<file path="config.mk">
export PLATFORM = sky130hd
export DESIGN_NAME = uart_tx_frame
export DESIGN_NICKNAME = d
export VERILOG_FILES = /design/src/rtl/uart_pkg.sv /design/src/rtl/uart_tx_serializer.sv /design/src/rtl/uart_tx_frame.sv
export SDC_FILE = /design/constraint.sdc
export NUM_CORES = 1
export LEC_CHECK = 0
export BUFFER_PORTS_ARGS = -buffer_cell sky130_fd_sc_hd__clkbuf_2
export CORE_MARGIN = 2
export CORE_UTILIZATION = 45
export CTS_CLUSTER_DIAMETER = 80
export CTS_CLUSTER_SIZE = 8
export DETAILED_ROUTE_END_ITERATION = 12
export PLACE_DENSITY = 0.63
export SLEW_MARGIN = 20
export SYNTH_ARGS = -nofsm -noshare
export SYNTH_HDL_FRONTEND = slang
export SYNTH_SLANG_ARGS = --single-unit
</file>
<file path="constraint.sdc">
create_clock -name CLK -period 2.1 [get_ports CLK]
set_clock_uncertainty 0.2 [all_clocks]
set_input_delay 0.21 -clock CLK [delete_from_list [all_inputs] [get_ports CLK]]
set_output_delay 0.21 -clock CLK [all_outputs]
set_load 0.02 [all_outputs]
</file>
<file path="src/rtl/uart_pkg.sv">
// Shared UART TX types and line-level constants.
// UART_TX_TWO_STOP_EN adds the STOP2 state to the TX state enum.
package uart_pkg;

    typedef enum logic [2:0] {
        IDLE   = 3'd0,
        START  = 3'd1,
        DATA   = 3'd2,
        PARITY = 3'd3,
        STOP   = 3'd4
`ifdef UART_TX_TWO_STOP_EN
        ,
        STOP2  = 3'd5
`endif
    } tx_state_e;

    localparam logic PAR_EVEN   = 1'b0;
    localparam logic PAR_ODD    = 1'b1;
    localparam logic START_BIT  = 1'b0;
    localparam logic STOP_BIT   = 1'b1;
    localparam logic IDLE_LEVEL = 1'b1;

endpackage

</file>
<file path="src/rtl/uart_tx_serializer.sv">
// Payload shift register and data-bit counter for the UART TX framer.
// done is high during the cycle in which the last data bit is on the line.
module uart_tx_serializer #(
    parameter int DATA_WIDTH = 8
) (
    input  logic                  CLK,
    input  logic                  RST,
    input  logic                  load,
    input  logic [DATA_WIDTH-1:0] load_data,
    input  logic                  shift_en,
    output logic [DATA_WIDTH-1:0] shift_data,
    output logic                  lsb,
    output logic                  next_bit,
    output logic                  done
);

    localparam int CNT_W = (DATA_WIDTH > 1) ? $clog2(DATA_WIDTH) : 1;

    logic [DATA_WIDTH-1:0] shift_q;
    logic [CNT_W-1:0]      cnt_q;

    // The register is not shifted on the START->DATA edge, so cnt_q equals
    // the index of the data bit currently on the line.
    always_ff @(posedge CLK or negedge RST) begin
        if (!RST) begin
            shift_q <= '0;
            cnt_q   <= '0;
        end else if (load) begin
            shift_q <= load_data;
            cnt_q   <= '0;
        end else if (shift_en) begin
            shift_q <= shift_q >> 1;
            cnt_q   <= done ? '0 : cnt_q + CNT_W'(1);
        end
    end

    assign done       = (cnt_q == CNT_W'(DATA_WIDTH - 1));
    assign shift_data = shift_q;
    assign lsb        = shift_q[0];
    assign next_bit   = shift_q[1];

endmodule

</file>
<file path="src/rtl/uart_tx_frame.sv">
// UART transmit framer: start, LSB-first data, optional parity, stop bit(s).
// Define UART_TX_TWO_STOP_EN to append a second stop bit to every frame.
module uart_tx_frame
    import uart_pkg::*;
#(
    parameter int DATA_WIDTH = 8
) (
    input  logic                  CLK,
    input  logic                  RST,
    input  logic [DATA_WIDTH-1:0] P_DATA,
    input  logic                  DATA_VALID,
    input  logic                  PAR_EN,
    input  logic                  PAR_TYP,
    output logic                  TX_OUT,
    output logic                  busy
);

    tx_state_e state_q, state_d;

    logic par_en_q, par_typ_q, par_bit_q;
    logic tx_q, tx_d;
    logic busy_q, busy_d;
    logic load, shift_en;

    logic [DATA_WIDTH-1:0] ser_data;
    logic                  ser_lsb, ser_next, ser_done;

    uart_tx_serializer #(
        .DATA_WIDTH(DATA_WIDTH)
    ) u_ser (
        .CLK       (CLK),
        .RST       (RST),
        .load      (load),
        .load_data (P_DATA),
        .shift_en  (shift_en),
        .shift_data(ser_data),
        .lsb       (ser_lsb),
        .next_bit  (ser_next),
        .done      (ser_done)
    );

    always_ff @(posedge CLK or negedge RST) begin
        if (!RST) begin
            state_q   <= IDLE;
            tx_q      <= IDLE_LEVEL;
            busy_q    <= 1'b0;
            par_en_q  <= 1'b0;
            par_typ_q <= 1'b0;
            par_bit_q <= 1'b0;
        end else begin
            state_q <= state_d;
            tx_q    <= tx_d;
            busy_q  <= busy_d;
            if (load) begin
                par_en_q  <= PAR_EN;
                par_typ_q <= PAR_TYP;
            end
            // Shift register still holds the whole latched byte during START.
            if (state_q == START)
                par_bit_q <= (par_typ_q == PAR_ODD) ? ~^ser_data : ^ser_data;
        end
    end

    always_comb begin
        state_d  = state_q;
        load     = 1'b0;
        shift_en = 1'b0;
        case (state_q)
            IDLE: begin
                if (DATA_VALID) begin
                    state_d = START;
                    load    = 1'b1;
                end
            end
            START:  state_d = DATA;
            DATA: begin
                shift_en = 1'b1;
                if (ser_done)
                    state_d = par_en_q ? PARITY : STOP;
            end
            PARITY: state_d = STOP;
`ifdef UART_TX_TWO_STOP_EN
            STOP:   state_d = STOP2;
            STOP2:  state_d = IDLE;
`else
            STOP:   state_d = IDLE;
`endif
            default: state_d = IDLE;
        endcase
    end

    // Line level is decoded from the next state and registered.
    always_comb begin
        tx_d = IDLE_LEVEL;
        case (state_d)
            IDLE:   tx_d = IDLE_LEVEL;
            START:  tx_d = START_BIT;
            DATA:   tx_d = (state_q == START) ? ser_lsb : ser_next;
            PARITY: tx_d = par_bit_q;
            STOP:   tx_d = STOP_BIT;
`ifdef UART_TX_TWO_STOP_EN
            STOP2:  tx_d = STOP_BIT;
`endif
            default: tx_d = IDLE_LEVEL;
        endcase
        busy_d = (state_d != IDLE);
    end

    assign TX_OUT = tx_q;
    assign busy   = busy_q;

endmodule

</file>
==> impl_summary.txt, run 1 <==
----------------------------------------------------
[Run status]
  Run status ... complete, no violations

[Synth]
  Share of flip-flops with an asynchronous set or reset ... 100.0%
  Multiplexer share of the synthesized area ... under 10%
  Synthesized net count ... between 90 and 100
  Count of unique library cells instantiated by Yosys ... 27
  Synth Area in Adders ... under 10%
  Main flop type after synthesis ... sky130_fd_sc_hd__dfrtp_1
  Mean post-synth cell area ... approximately 11 µm²
  Fraction of synthesized cell area in xor and xnor cells ... 8.230%
  Yosys synthesis warning count ... 0
  Proportion of synthesized chip area in sequential cells ... a little over half
  Share of the synthesized area in compound gates (AO/OA/AOI/OAI) ... about an eighth
  EDFF count, synth ... 0
  FF+latch count, synth ... 19
  Simple-gate share of the synthesized area ... a little under a fifth
  Main combinational cell family by area after synthesis ... simple AND/OR/NAND/NOR gates
  Total standard cell area after synthesis ... ~910 µm²
  Synth Instances ... 84

[CTS]
  TritonCTS clock tree ... yes
  Latest clock arrival within the worst-skew pair ... around 290 ps
  Clock transition time at the flip-flop clock pins of the worst setup and hold paths ... around 110 ps
  Number of buffers between clock root and the deepest sink ... 2
  Clock root buffer master ... sky130_fd_sc_hd__clkbuf_4
  # clock sinks ... 19
  Setup bufs post-CTS ... 0
  Post-cts sizing count ... 0
  Number of buffers inserted during clock tree synthesis ... 3
  H-Tree Depth ... 1

[Finish]
  Top library cells by usage in the layout, fill and taps aside ... 18 x sky130_fd_sc_hd__dfrtp_1, 17 x sky130_fd_sc_hd__nand2_1, 14 x sky130_fd_sc_hd__clkbuf_2
  Signed area change from the synthesized netlist to the final layout ... 29.08%
  Total area of multi-input combinational cells ... ~420 µm²
  Sequential cell area ... approximately 480 µm²
  Fill count ... about 180
  Fraction of layout instances using a drive strength above 1 ... a little over a fifth
  Nets ... between 100 and 150
  Antenna Cells ... 0
  Most common cell after layout, fill and taps aside ... sky130_fd_sc_hd__dfrtp_1

[Drt]
  DRC violation count after routing ... 0
  Final wirelength ... 1684 µm
  Detail Route Antenna Nets ... 0
  Top routing layer used ... met4
  Met3 wire length ... around 46 µm
  Met2 wire length ... just under 900 µm
  Pre-antenna DRT Iters ... 4
  DRT iter0 DRCs ... 10
  Met1 wire length ... ~760 µm
  Post-DR vias/cell ... about 5.2
  Routed len/inst ... 11.94 µm
  Vias after detailed routing ... 727

[Floorplan]
  Core Box Area ... 1942 µm²
  Overall die area ... roughly 2400 µm²
  Floorplan die height ... about 50 µm
  Number of rows in the core area ... 16
  Initial Util ... 46.97%
  Width of the die ... 49.02 µm
  IO Pins ... 15

[Job]
  Maxcap violations ... 0

[STA]
  Headroom to the max-slew limit ... between 60% and 70%
  Tightest Pin Transition ... 531.4 ps
  Fin crit share ... 89.66%
  Max-slew violation total from the final report ... 0
  Final hold violation count ... 0
  Minimum clock period ... roughly 1900 ps
  Accumulated negative setup slack ... 0 ps
  Setup-failing EPs final ... 0
  Setup repair after global routing missed its margin ... no
  Achievable clock frequency ... 0.5311 GHz

[Placement]
  Number of buffers added on ports ... 14
  RePlAce Congestion ... 0.6785
  Half-perimeter wire length of the detailed placement result ... 1168 µm

[GRT]
  Wire length of the first global-routing pass ... 3125 µm
  Initial antenna violation count ... 0
  Via count of the first global-routing pass ... roughly 750
  Remaining global-route overflow ... 0
  Global-route usage over all layers ... about 17%
  Pin count of the biggest net entering global routing ... 20

[Power and ir drop]
  P per Cell Area ... between 1000 and 1500 nW/µm²
  Relative contribution of combinational cells to total power ... between 40% and 50%
  Relative contribution of sequential cells to total power ... about two fifths
  Portion of total power attributed to the clock network ... between 10% and 20%
  Cell-internal power ... between 1000 and 1500 µW
  Leakage power summed over all cells ... ~0.00056 µW
  Switching share of power ... between 30 and 40%
  Final Total Pwr ... 1751 µW
  Sw Pwr ... approximately 660 µW
  Worst vdd ir ... around 0.76 mV

[Setup path]
  Worst path bufs/invs ... 0
  Most numerous cell on the critical path ... sky130_fd_sc_hd__ha_1
  Required @ worst endpoint ... about 2100 ps
  Critical Path Start Type ... flop
  Arrival time worst endpoint ... 1880 ps
  Largest fanout of any net on the critical path ... 4
  Start-to-end type of the worst setup path ... reg2reg
  Top cell family by delay on the critical path ... compound AO/OA/AOI/OAI gates
  Peak per-stage delay on the critical path ... between 400 and 500 ps
  Crit path cell chain ... ha_1 -> ha_1 -> nand3_1 -> a211oi_1 -> nand2_1 -> o32ai_1
  Endpoint kind of the worst setup timing path ... flop
  Max stage delay cell, worst path ... sky130_fd_sc_hd__a211oi_1
  Worst reg2reg setup slack ... between 200 and 250 ps

[Min path]
  Type of the tightest min-delay check ... in2reg

----------------------------------------------------
==> cells by family after synthesis <==
| family | count (synthesis) |
|---|---|
| flops | 19 |
| mux | 4 |
| buf+inv | 3 |
| compound gates | 15 |
| simple gates | 34 |
| xor+xnor | 7 |
| fa+ha+maj | 2 |
==> final timing paths <==
kind	startpoint	depth (start not counted)	end
setup / recovery	u_ser.cnt_q[0]	6	TX_OUT
hold / removal	DATA_VALID	3	state_q[0]
setup reg to reg	u_ser.cnt_q[0]	6	TX_OUT
hold reg to reg	par_bit_q	2	par_bit_q
max in group asynchronous	RST	2	TX_OUT
min in group asynchronous	RST	2	par_en_q
==> routing by layer <==
metal  track usage (%)  up-vias
met1             19.76      357
li1                  -      353
met5                 0        -
met3             2.761        2
met2             30.59       15
met4             7.143        0
==> per-stage QoR <==
step                      hold slack, ps  utilization (%)  instances  setup WS [ps]  instance area [µm²]
final                              28.44            60.63        141          217.2                 1177
after CTS                          17.61            60.63        141          186.7                 1177
after global placement            -16.87            53.61        126          303.2                 1041
after detailed placement          -12.21            53.61        126          213.8                 1041
after global routing               43.71            60.63        141          94.10                 1177
after floorplan                   -285.6                -         84          414.8                912.1
==> sequential cells by signal, indices dropped and copies added, names as in the netlist <==
signal            flops
par_bit_q             1
par_typ_q             1
u_ser.shift_data      8
u_ser.cnt_q           3
state_q               3
par_en_q              1
busy                  1
TX_OUT                1
==> power by group through the flow <==
stage | registers [µW] | clock network, µW | logic [µW]
6_report | 702 | 181 | 867
5_1_grt | 729 | 201 | 986
4_1_cts | 705 | 188 | 883
3_5_place_dp | 712 | 0 | 866
3_3_place_gp | 707 | 0 | 849
2_1_floorplan | 696 | 0 | 651
==> cells in the mapped netlist, drive strengths merged, types with 2 or more instances <==
master   n  share of area (%)
a21oi    2                1.1
a22oi    7                5.8
buf      2                1.1
dfrtp   18                 49
ha       2                2.7
mux2i    3                3.3
nand2   17                7.0
nand2b   2                1.4
nor2     6                2.5
nor2b    2                1.4
nor3b    2                1.6
o21ai    2                1.1
xnor2    4                3.8
xor2     2                1.9
==> worst reg2reg max path: stages, from the launching register on <==
cell and delay, ps:
sky130_fd_sc_hd__dfrtp_1 390, sky130_fd_sc_hd__ha_1 160, sky130_fd_sc_hd__ha_1 190, sky130_fd_sc_hd__nand3_1 90, sky130_fd_sc_hd__a211oi_1 420, sky130_fd_sc_hd__nand2_1 100
sky130_fd_sc_hd__o32ai_1 260
==> layout make-up <==
cell class	count	area share, %
repair buffers	28	18.28
well taps	27	2.869
clock buffers	4	2.232
inverters	1	0.3188
multi-input cells	62	35.81
flip-flops and latches	19	40.49
==> timing repair <==
action                                  in CTS  in global routing
hold endpoints to repair                    28                  0
endpoints found under the setup margin       0                  0
hold buffers                                11                  0
No activity file was read; power rests on OpenSTA's default activity.
==> run 2: changes to the inputs <==
==> constraint.sdc (replaced) <==
create_clock -name CLK -period 2.1 [get_ports CLK]
set_clock_uncertainty 0.2 [all_clocks]
set_input_delay 0.315 -clock CLK [delete_from_list [all_inputs] [get_ports CLK]]
set_output_delay 0.315 -clock CLK [all_outputs]
set_load 0.02 [all_outputs]
==> run 2 against run 1 <==
  * Final area fell by 8.5%
  * Sequential power about the same
  * Maximum frequency barely moved
  * Critical path depth unchanged
  * Largest cell class unchanged
==> impl_summary.txt, run 2 (same netlist as run 1, synthesis figures left out) <==
----------------------------------------------------
[Setup path]
  Source of the worst register-to-register timing path ... u_ser.cnt_q[0]
  Required @ worst endpoint ... 2090 ps (about the same)
  Largest fanout of any net on the critical path ... 4 (unchanged)
  Capture point of the worst reg-to-reg path ... TX_OUT
  Worst reg2reg setup slack ... 220 ps (about the same)
  Arrival time worst endpoint ... 1880 ps (about the same)
  Critical Path Start Type ... flop
  Start-to-end type of the worst setup path ... reg2reg
  Endpoint kind of the worst setup timing path ... flop
  Register-to-Register Path Depth ... 6 (unchanged)

[Finish]
  Top library cells by usage in the layout, fill and taps aside ... 18 x sky130_fd_sc_hd__dfrtp_1, 17 x sky130_fd_sc_hd__nand2_1, 14 x sky130_fd_sc_hd__clkbuf_2
  Filler-free cell count of the finished design ... 131 (-7.1%)
  Signed area change from the synthesized netlist to the final layout ... 18.11%
  Fraction of layout instances using a drive strength above 1 ... 23.08% (+2.0 points)
  Antenna Cells ... 0 (unchanged)
  Nets ... 120 (-7.7%)
  Largest register FFs ... 8 (unchanged)
  Most common cell after layout, fill and taps aside ... sky130_fd_sc_hd__dfrtp_1

[CTS]
  Latest clock arrival within the worst-skew pair ... 290 ps (about the same)
  # clock sinks ... 19 (unchanged)
  Clock root buffer master ... sky130_fd_sc_hd__clkbuf_4
  Number of buffers inserted during clock tree synthesis ... 3 (unchanged)
  Setup bufs post-CTS ... 0 (unchanged)
  Clock transition time at the flip-flop clock pins of the worst setup and hold paths ... 110 ps (about the same)
  Number of buffers between clock root and the deepest sink ... 2 (unchanged)
  H-Tree Depth ... 1 (unchanged)
  TritonCTS clock tree ... yes

[GRT]
  Pin count of the biggest net entering global routing ... 20 (unchanged)
  Global-route usage over all layers ... 16.08% (-0.86 points)
  Via count of the first global-routing pass ... 712 (-4.7%)
  Initial antenna violation count ... 0 (unchanged)
  Remaining global-route overflow ... 0 (unchanged)
  Wire length of the first global-routing pass ... 2980 µm (-4.6%)

[Drt]
  Vias after detailed routing ... 678 (-6.7%)
  DRC violation count after routing ... 0 (unchanged)
  Detail Route Antenna Nets ... 0 (unchanged)
  DRT iter0 DRCs ... 9 (-1)
  Routed len/inst ... 11.85 µm (-0.80%)
  Pre-antenna DRT Iters ... 4 (unchanged)
  Final wirelength ... 1552 µm (-7.8%)
  Post-DR vias/cell ... 5.176 (+0.38%)

[STA]
  Accumulated negative setup slack ... 0 ps (unchanged)
  Final setup margin ... 216.1 ps (-1.099 ps)
  Setup repair after global routing missed its margin ... no
  Fin crit share ... 89.71% (about the same)
  Tightest Pin Transition ... 534.1 ps (+2.663 ps)
  Hold slack ... 19.73 ps (-8.714 ps)
  Setup-failing EPs final ... 0 (unchanged)
  Final hold violation count ... 0 (unchanged)
  Max-slew violation total from the final report ... 0 (unchanged)
  Achievable clock frequency ... 0.5308 GHz (about the same)
  Minimum clock period ... 1884 ps (+1.099 ps)
  Headroom to the max-slew limit ... 64.26% (-0.18 points)

[Job]
  Maxcap violations ... 0 (unchanged)

[Floorplan]
  Core Box Area ... 1942 µm² (unchanged)
  IO Pins ... 15 (unchanged)
  Width of the die ... 49.02 µm (unchanged)
  Floorplan die height ... 49.02 µm (unchanged)
  Overall die area ... 2403 µm² (unchanged)
  Initial Util ... 46.97% (unchanged)
  Number of rows in the core area ... 16 (unchanged)

[Placement]
  Pre-CTS setup slack ... 213.8 ps (unchanged)
  Placed Cells incl. Taps ... 126 (unchanged)
  Number of buffers added on ports ... 14 (unchanged)
  RePlAce Congestion ... 0.6785 (unchanged)
  Half-perimeter wire length of the detailed placement result ... 1168 µm (unchanged)

[Power and ir drop]
  Leakage power summed over all cells ... 0.0005196 µW (-7.4%)
  Worst vdd ir ... 0.7531 mV (-0.90%)
  P per Cell Area ... 1608 nW/µm² (+8.2%)

[Min path]
  Type of the tightest min-delay check ... in2reg
  Worst Hold Path EP ... par_en_q
  Hold path startpoint ... PAR_EN
  Hold Crit Depth ... 3 (unchanged)

[Run status]
  Run status ... complete, no violations

----------------------------------------------------
run 2: changes by cell type in the layout (fill, tap and decap cells not counted), sizes merged:
cell         before  now
dlygate4sd3      11    1
run 2: through the flow:
stage / total power (µW) / util (%) / cell area (µm²)
finish: 1733 / 55.48 / 1077
global route: 1900 / 55.48 / 1077
CTS: 1762 / 55.48 / 1077
detailed placement: 1578 / 53.61 / 1041
global placement: 1556 / 53.61 / 1041
floorplan: 1347 / - / 912.1
run 2: where the power goes:
part	leakage, µW	switching, µW	internal (µW)
sequential	0.000237	157	544
combinational	0.000268	388	463
clock	0.0000150	107	73.7
run 2: critical path, cell delays in order (launching register included):
cell and delay (ps):
sky130_fd_sc_hd__dfrtp_1 390, sky130_fd_sc_hd__ha_1 160, sky130_fd_sc_hd__ha_1 190, sky130_fd_sc_hd__nand3_1 80, sky130_fd_sc_hd__a211oi_1 420, sky130_fd_sc_hd__nand2_1 100
sky130_fd_sc_hd__o32ai_1 260
run 2: layout make-up:
| type | instances | area, µm² |
|---|---|---|
| Fill cell | 189 | 864.6 |
| Clock buffer | 4 | 26.28 |
| Inverter | 1 | 3.754 |
| Timing Repair Buffer | 18 | 115.1 |
| Multi-Input combinational cell | 62 | 421.7 |
| Tap cell | 27 | 33.78 |
| Sequential cell | 19 | 476.7 |
run 2: worst max-delay path by stage:
| stage | from | end |
|---|---|---|
| 2_1_floorplan | u_ser.cnt_q[0] | TX_OUT |
| 3_3_place_gp | u_ser.cnt_q[0] | TX_OUT |
| 3_5_place_dp | u_ser.cnt_q[0] | TX_OUT |
| 4_1_cts | u_ser.cnt_q[0] | TX_OUT |
| 5_1_grt | u_ser.cnt_q[0] | TX_OUT |
| 6_report | u_ser.cnt_q[0] | TX_OUT |
run 2: what timing repair did:
item / CTS / global route
endpoints found under the hold margin: 18 / 0
resized for setup: 0 / 0
hold buffers: 1 / 0
run 2: metal layers:
| metal | part of all wire [%] | global-route usage [%] | routed length (µm) | vias to the layer above |
|---|---|---|---|---|
| li1 | - | - | - | 334 |
| met5 | 0 | 0 | 0 | - |
| met4 | 0.77 | 7.143 | 12 | 0 |
| met1 | 47 | 19.56 | 723 | 330 |
| met2 | 49 | 27.85 | 762 | 12 |
| met3 | 3.4 | 2.761 | 53 | 2 |
